File: config.mk
export PLATFORM = sky130hd
export DESIGN_NAME = mem_access
export DESIGN_NICKNAME = d
export VERILOG_FILES = /design/src/rtl/mem_access.sv
export SDC_FILE = /design/constraint.sdc
export NUM_CORES = 1
export LEC_CHECK = 0
export CORE_MARGIN = 1.5
export CORE_UTILIZATION = 35
export DETAILED_ROUTE_END_ITERATION = 8
export PLACE_DENSITY = 0.75
export SYNTH_ARGS = -nofsm -noshare
export SYNTH_HDL_FRONTEND = slang
export SYNTH_SLANG_ARGS = --single-unit
File: constraint.sdc
create_clock -name clk -period 2.2 [get_ports clk]
set_clock_uncertainty 0.15 [all_clocks]
set_input_delay 0.22 -clock clk [delete_from_list [all_inputs] [get_ports clk]]
set_output_delay 0.22 -clock clk [all_outputs]
set_load 0.01 [all_outputs]
File: src/rtl/mem_access.sv
// Memory-access stage of the multi-cycle core.
// It runs at most one data-memory word access per accepted enable and hands
// wselector/pc/data/rd to write-back with a one-cycle done pulse.
// A misaligned address or a memory timeout raises err and forces wselector
// to 000, which suppresses the register write.
module mem_access #(
  parameter int unsigned TIMEOUT = 255
) (
  input  logic        clk,
  input  logic        rstn,
  input  logic        enable,
  input  logic [1:0]  mode,
  input  logic [31:0] addr,
  input  logic [31:0] sdata,
  input  logic [31:0] result,
  input  logic [31:0] pc_in,
  input  logic [2:0]  wsel_in,
  input  logic [4:0]  rd_in,
  output logic        mem_req,
  output logic        mem_we,
  output logic [31:0] mem_addr,
  output logic [31:0] mem_wdata,
  input  logic [31:0] mem_rdata,
  input  logic        mem_ack,
  output logic        done,
  output logic [2:0]  wselector,
  output logic [31:0] pc,
  output logic [31:0] data,
  output logic [4:0]  rd,
  output logic        err
);

  typedef enum logic [1:0] {
    ST_IDLE = 2'd0,
    ST_WAIT = 2'd1,
    ST_FIN  = 2'd2
  } state_t;

  // Last counter value before the access is abandoned.
  localparam logic [15:0] CNT_LAST = 16'(TIMEOUT - 32'd1);

  // True for the two modes that touch memory (load word, store word).
  function automatic logic is_mem_mode(input logic [1:0] m);
    return (m == 2'b01) || (m == 2'b10);
  endfunction

  // Word accesses need the two low address bits clear.
  function automatic logic is_misaligned(input logic [31:0] a);
    return (a[1:0] != 2'b00);
  endfunction

  state_t      state_r,     state_s;
  logic [15:0] cnt_r,       cnt_s;
  logic        mem_req_r,   mem_req_s;
  logic        mem_we_r,    mem_we_s;
  logic [31:0] mem_addr_r,  mem_addr_s;
  logic [31:0] mem_wdata_r, mem_wdata_s;
  logic        done_r,      done_s;
  logic [2:0]  wsel_r,      wsel_s;
  logic [31:0] pc_r,        pc_s;
  logic [31:0] data_r,      data_s;
  logic [4:0]  rd_r,        rd_s;
  logic        err_r,       err_s;

  // Next-state and next-output computation; every register holds by default.
  always_comb begin
    state_s     = state_r;
    cnt_s       = cnt_r;
    mem_req_s   = mem_req_r;
    mem_we_s    = mem_we_r;
    mem_addr_s  = mem_addr_r;
    mem_wdata_s = mem_wdata_r;
    done_s      = 1'b0;
    wsel_s      = wsel_r;
    pc_s        = pc_r;
    data_s      = data_r;
    rd_s        = rd_r;
    err_s       = err_r;

    case (state_r)
      ST_IDLE: begin
        if (enable) begin
          pc_s   = pc_in;
          wsel_s = wsel_in;
          rd_s   = rd_in;
          err_s  = 1'b0;
          if (!is_mem_mode(mode)) begin
            data_s  = result;
            state_s = ST_FIN;
          end else if (is_misaligned(addr)) begin
            err_s   = 1'b1;
            wsel_s  = 3'b000;
            state_s = ST_FIN;
          end else begin
            mem_req_s   = 1'b1;
            mem_we_s    = mode[1];
            mem_addr_s  = addr;
            mem_wdata_s = sdata;
            cnt_s       = 16'd0;
            state_s     = ST_WAIT;
          end
        end else begin
          state_s = ST_IDLE;
        end
      end

      ST_WAIT: begin
        // An ack on the expiry cycle still counts as a normal completion.
        if (mem_ack) begin
          mem_req_s = 1'b0;
          mem_we_s  = 1'b0;
          if (mem_we_r) begin
            data_s = result;
          end else begin
            data_s = mem_rdata;
          end
          state_s = ST_FIN;
        end else if (cnt_r == CNT_LAST) begin
          mem_req_s = 1'b0;
          mem_we_s  = 1'b0;
          err_s     = 1'b1;
          wsel_s    = 3'b000;
          state_s   = ST_FIN;
        end else begin
          cnt_s = cnt_r + 16'd1;
        end
      end

      ST_FIN: begin
        done_s  = 1'b1;
        state_s = ST_IDLE;
      end

      default: begin
        mem_req_s = 1'b0;
        mem_we_s  = 1'b0;
        state_s   = ST_IDLE;
      end
    endcase
  end

  // State and output registers with synchronous active-low reset.
  always_ff @(posedge clk) begin
    if (!rstn) begin
      state_r     <= ST_IDLE;
      cnt_r       <= 16'd0;
      mem_req_r   <= 1'b0;
      mem_we_r    <= 1'b0;
      mem_addr_r  <= 32'd0;
      mem_wdata_r <= 32'd0;
      done_r      <= 1'b0;
      wsel_r      <= 3'b000;
      pc_r        <= 32'd0;
      data_r      <= 32'd0;
      rd_r        <= 5'd0;
      err_r       <= 1'b0;
    end else begin
      state_r     <= state_s;
      cnt_r       <= cnt_s;
      mem_req_r   <= mem_req_s;
      mem_we_r    <= mem_we_s;
      mem_addr_r  <= mem_addr_s;
      mem_wdata_r <= mem_wdata_s;
      done_r      <= done_s;
      wsel_r      <= wsel_s;
      pc_r        <= pc_s;
      data_r      <= data_s;
      rd_r        <= rd_s;
      err_r       <= err_s;
    end
  end

  assign mem_req   = mem_req_r;
  assign mem_we    = mem_we_r;
  assign mem_addr  = mem_addr_r;
  assign mem_wdata = mem_wdata_r;
  assign done      = done_r;
  assign wselector = wsel_r;
  assign pc        = pc_r;
  assign data      = data_r;
  assign rd        = rd_r;
  assign err       = err_r;

endmodule

After elaboration in Yosys (flattened, before gate mapping)
Cells that the tools add are included.
{"block": "word_totals", "input_bits": 174, "romBits": 0, "regBits": 158, "word_cells": 79, "out_inout_bits": 140, "ramBits": 0, "latchBits": 0, "mem_count": 0}
{"block": "op_classes", "shifts": 0, "eq_ne": 14, "n_lt_le_gt_ge": 0, "n_addsub": 1, "bitwise_logic": 2, "n_div": 0, "mul": 0, "n_mux": 40, "n_reduce_logical": 10}
{"cell": "32-bit two-way mux", "n": 4}
{"cell": "16-bit two-way mux", "n": 5}
{"cell": "32-bit one-hot mux with 2 select lines", "n": 1}
{"cell": "16-bit one-hot mux with 2 select lines", "n": 1}
{"cell": "16-bit by 1-bit adder with 16-bit output, second input constant", "n": 1}
{"cell": "16-bit by 8-bit equality test with 1-bit output, second input constant", "n": 1}
{"cell": "2-bit != test, second input constant", "n": 8}
{"cell": "3-bit two-way mux", "n": 5}
{"cell": "1-bit two-way mux", "n": 14}
{"cell": "4-bit AND reduction", "n": 3}
{"cell": "2-bit two-way mux", "n": 5}
{"cell": "1-bit one-hot mux with 3 select lines", "n": 2}
{"cell": "3-bit one-hot mux with 2 select lines", "n": 1}
{"cell": "6-bit AND reduction", "n": 1}
{"cell": "5-bit AND reduction", "n": 1}
{"cell": "2-bit by 1-bit equality test with 1-bit output, second input constant", "n": 2}
{"cell": "2-bit equality test, second input constant", "n": 2}
{"cell": "2-bit one-hot mux with 2 select lines", "n": 1}
{"cell": "2-bit nonzero test", "n": 2}
{"cell": "3-bit != test, second input constant", "n": 1}
{"cell": "2-bit zero test", "n": 1}
{"cell": "1-bit NOT", "n": 2}
{"cell": "1-bit one-hot mux with 2 select lines", "n": 1}
{"cell": "2-bit AND reduction", "n": 1}
{"cell": "1-bit logical OR", "n": 1}

Logic depth before layout (Yosys ltp)
{"block": "depth", "word_depth": 5, "depth_mapped": 9, "depth_no_buf": 7}

Least setup slack after synthesis
No wires, ideal clock.
{"block": "synth_timing", "kind": "reg-to-reg", "startpoint": "register cnt_r[0]", "endpoint": "register cnt_r[14]", "stages_incl_launch_ff": 8, "period_less_slack_ns": 2.089, "slack_ns": 0.111, "path_buffers": 0, "setup_time_ns": 0.070, "t_required_ns": 1.980, "t_arrival_ns": 1.868, "path_cell_list": "dfxtp_1 -> inv_1 -> ha_1 -> nor4b_1 -> and4_4 -> a211o_1 -> or4_1 -> a21oi_1"}
{"block": "synth_via", "elab_chain_len": 4, "word_cells_on_any_way": 7, "cone_classes": "1 x add/sub; 2 x eq/ne; 3 x mux; 1 x reduce/logical"}
{"element": "start, declared", "line": "53", "rtl": "logic [15:0] cnt_r, cnt_s;"}
{"element": "start signal, assigned", "line": "159", "rtl": "cnt_r <= cnt_s;"}
{"element": "16-bit by 1-bit adder with 16-bit output", "line": "125", "rtl": "cnt_s = cnt_r + 16'd1;"}
{"element": "16-bit two-way mux", "line": "118", "rtl": "end else if (cnt_r == CNT_LAST) begin"}
{"element": "16-bit two-way mux", "line": "109", "rtl": "if (mem_ack) begin"}
{"element": "16-bit one-hot mux with 2 select lines", "line": "80", "rtl": "case (state_r)"}
Parallel ways exist; a longest one is shown, timed or not. The select of a mux whose other input is x is not followed.
A chain may end at the register's enable or synchronous reset.

Worst setup path after layout
{"block": "layout_timing", "startpoint": "register cnt_r[0]", "endpoint": "register cnt_r[4]"}
Same word-level chain as after synthesis.

==> results.sh <==
export IMPL_status="completed"
export IMPL_slowest_delay_ns=0.36
export IMPL_leakage_uw=0.00363
export IMPL_synth_cell_type_count=45
export IMPL_setup_viol=0
export IMPL_synth_commonest_cells="nand2_1, dfxtp_1, a21oi_1"
export IMPL_clockBufferDepth=2
export IMPL_cp_common_cell="buf_6"
export IMPL_endpoint_kind="flip-flop"
export IMPL_synth_top_cell_by_area="dfxtp_1"
export IMPL_area_growth_pct=70.5
export IMPL_antenna_found_initial=0
export IMPL_worstSkewPairLatency_ns=0.42
export IMPL_final_cell_count_no_fill=1289
export IMPL_synthTopCellsByArea="dfxtp_1, nand2_1, a21oi_1, mux2i_1, a211oi_1"
export IMPL_min_path_cells=3
export IMPL_ioPinCount=314
export IMPL_die_w_um=135
export IMPL_vias=6209
export IMPL_via_per_inst=4.82
export IMPL_cp_cell_sequence="inv_2, ha_4, nor4b_4, and4_4, a211o_4, buf_6, buf_6, or3_1, a21oi_1"
export IMPL_cts_root_buf="clkbuf_16"
export IMPL_drive_above_1_share=0.0926
export IMPL_wire_per_inst_um=14.6
export IMPL_io_buffers=313
export IMPL_cp_data_required_time_ns=2.40
export IMPL_drc=0
export IMPL_core_area_um2=16800
export IMPL_min_period_ns=2.19
export IMPL_cp_slowest_cell="a211o_4"
export IMPL_syn_area_per_cell_um2=8.32
export IMPL_critical_path_top_delay_family="simple AND/OR/NAND/NOR gates"
export IMPL_rows=47
export IMPL_drt_wl_total_mm=18.8
export IMPL_dpl_hpwl_mm=13.6
export IMPL_synthArstFlopShare=0
export IMPL_period_share=0.994
export IMPL_ys_seq_area_frac=0.522
export IMPL_synth_most_common_cell="nand2_1"
export IMPL_antennaDiodeCount=0
export IMPL_overflow=0
export IMPL_cp_num_cells=9
export IMPL_cts_buffers=17
export IMPL_clock_sinks=158
export IMPL_power_total_uw=6900
export IMPL_ys_warnings_count=0
export IMPL_synthFlopType="dfxtp_1"
export IMPL_grt_first_pass_wirelength_mm=29.0
export IMPL_grt_pass1_vias=5828
export IMPL_reg2reg_depth=9
export IMPL_die_area_um2=18100
export IMPL_tightest_slew_ns=0.537
export IMPL_clkSlewWorstSetupHoldPaths_ns=0.06
export IMPL_path_buf_inv=3
export IMPL_groute_usage_overall=0.202
export IMPL_dr_pass1_iters=5
export IMPL_grt_start_max_net_pins=65
export IMPL_hold_path_class="in -> reg"
export IMPL_crit_path_start_kind="flip-flop"
export IMPL_start_util=0.362
export IMPL_cp_max_fo=5
export IMPL_timing_fmax_mhz=457
export IMPL_drv_slew=0
export IMPL_fp_dieH_um=135
export IMPL_placed_cells=1256
export IMPL_synth_edf_count=0
export IMPL_synth_top_area_frac=0.522
export IMPL_place_congestion=0.873
export IMPL_synth_seq_cells=158
export IMPL_syn_nets=905
export IMPL_layout_nets=1232
export IMPL_rsz0062_at_grt="true"
export IMPL_cts_tree="built"
export IMPL_relSlewSlack=0.642
export IMPL_ant_nets=0
export IMPL_netlist_instances=729
export IMPL_cap_violations=0
export IMPL_syn_cell_area_um2=6060
export IMPL_power_density_nw_per_um2=667
export IMPL_h_tree_depth=4
export IMPL_crit_type="reg -> reg"
export IMPL_cp_arrival_ns=2.39
export IMPL_ir_drop_mv=0.498
export IMPL_hold_violations=0
export IMPL_dr_first_iter_drc_count=230
[cell type report]
| cell class | instances | area (µm²) |
|---|---|---|
| sequential | 158 | 3160 |
| fill | 1511 | 6420 |
| inverter | 6 | 25.0 |
| clock inverter | 13 | 106 |
| timing repair buffer | 359 | 3560 |
| multi-input combinational | 514 | 2760 |
| tap | 220 | 275 |
| clock buffer | 19 | 443 |
[state kept, by name (all words and copies together), names as in the netlist]
register	flops
wselector	3
mem_addr	32
err	1
mem_we	1
pc	32
done	1
mem_wdata	32
data	32
rd	5
state_r	2
cnt_r	16
mem_req	1
[cells by family after synthesis]
group | Yosys count | share of synthesized area
compound gates | 169 | 0.161
xor+xnor | 5 | 0.00846
fa+ha+maj | 2 | 0.00413
buf+inv | 57 | 0.0394
flops | 158 | 0.522
mux | 32 | 0.0528
simple gates | 306 | 0.213
[power by group]
| part | switching [µW] | internal [µW] | leakage (µW) | total, µW |
|---|---|---|---|---|
| Sequential | 68.1 | 2990 | 0.00129 | 3060 |
| Clock | 1240 | 1490 | 0.000255 | 2740 |
| Combinational | 449 | 650 | 0.00209 | 1100 |
| Total | 1760 | 5140 | 0.00363 | 6900 |
[worst reg2reg max path, cell delays in order (launching register included)]
cell,delay (ns)
dfxtp_2,0.34
inv_2,0.05
ha_4,0.15
nor4b_4,0.13
and4_4,0.19
a211o_4,0.36
buf_6,0.14
buf_6,0.12
or3_1,0.37
a21oi_1,0.13
[path summary, 6_finish.rpt]
check	start	endpoint	slack (ns)
worst max-delay path	cnt_r[0]	cnt_r[4]	0.01
worst min-delay path	pc_in[25]	pc[25]	0.19
worst min register to register	pc[2]	pc[2]	0.30
worst max register to register	cnt_r[0]	cnt_r[4]	0.01
[layer usage]
layer | vias to the layer above | part of all wire | global-route usage
met2 | 249 | 0.48 | 0.345
met5 | - | 0 | 0
met4 | 0 | 0.025 | 0.0860
met1 | 2790 | 0.41 | 0.227
met3 | 32 | 0.090 | 0.0751
li1 | 3138 | - | -
[placed cells by master (no fill, tap or decap), types with 3 or more instances in the layout]
cell type and instances:
a211oi_1 32, a21oi_1 109, and3_1 5, buf_12 6, buf_4 37, buf_6 3, clkbuf_16 17, clkdlybuf4s50_1 313
clkinvlp_4 5, dfxtp_1 157, inv_1 4, inv_6 4, mux2i_1 32, nand2_1 216, nand3_1 10, nand4_1 4
nor2_1 37, nor3_1 3, o211ai_1 5, o21ai_0 4, o21ai_1 4, o22ai_1 3, or3_1 6, or4_1 6
xnor2_1 3
[metrics by stage]
stage	hold WS, ns	worst slack [ns]	cell area, µm²	setup TNS, ns	util
5_1_grt	0.183	-0.0454	10300	-0.0903	0.617
4_1_cts	0.172	0.0140	10300	0	0.612
6_report	0.189	0.0141	10300	0	0.617
3_3_place_gp	0.291	-0.221	9700	-2.10	0.579
3_5_place_dp	0.296	-0.254	9700	-2.78	0.579
2_1_floorplan	0.206	0.111	6060	0	-
[timing repair]
action | CTS | global route
resized for setup | 2 | 15
setup endpoints to repair | 7 | 11
setup buffers | 0 | 1
hold buffers | 0 | 0
pin swaps | 1 | 11
endpoints found under the hold margin | 0 | 0
Note: power is estimated with default switching activity, not from simulation.
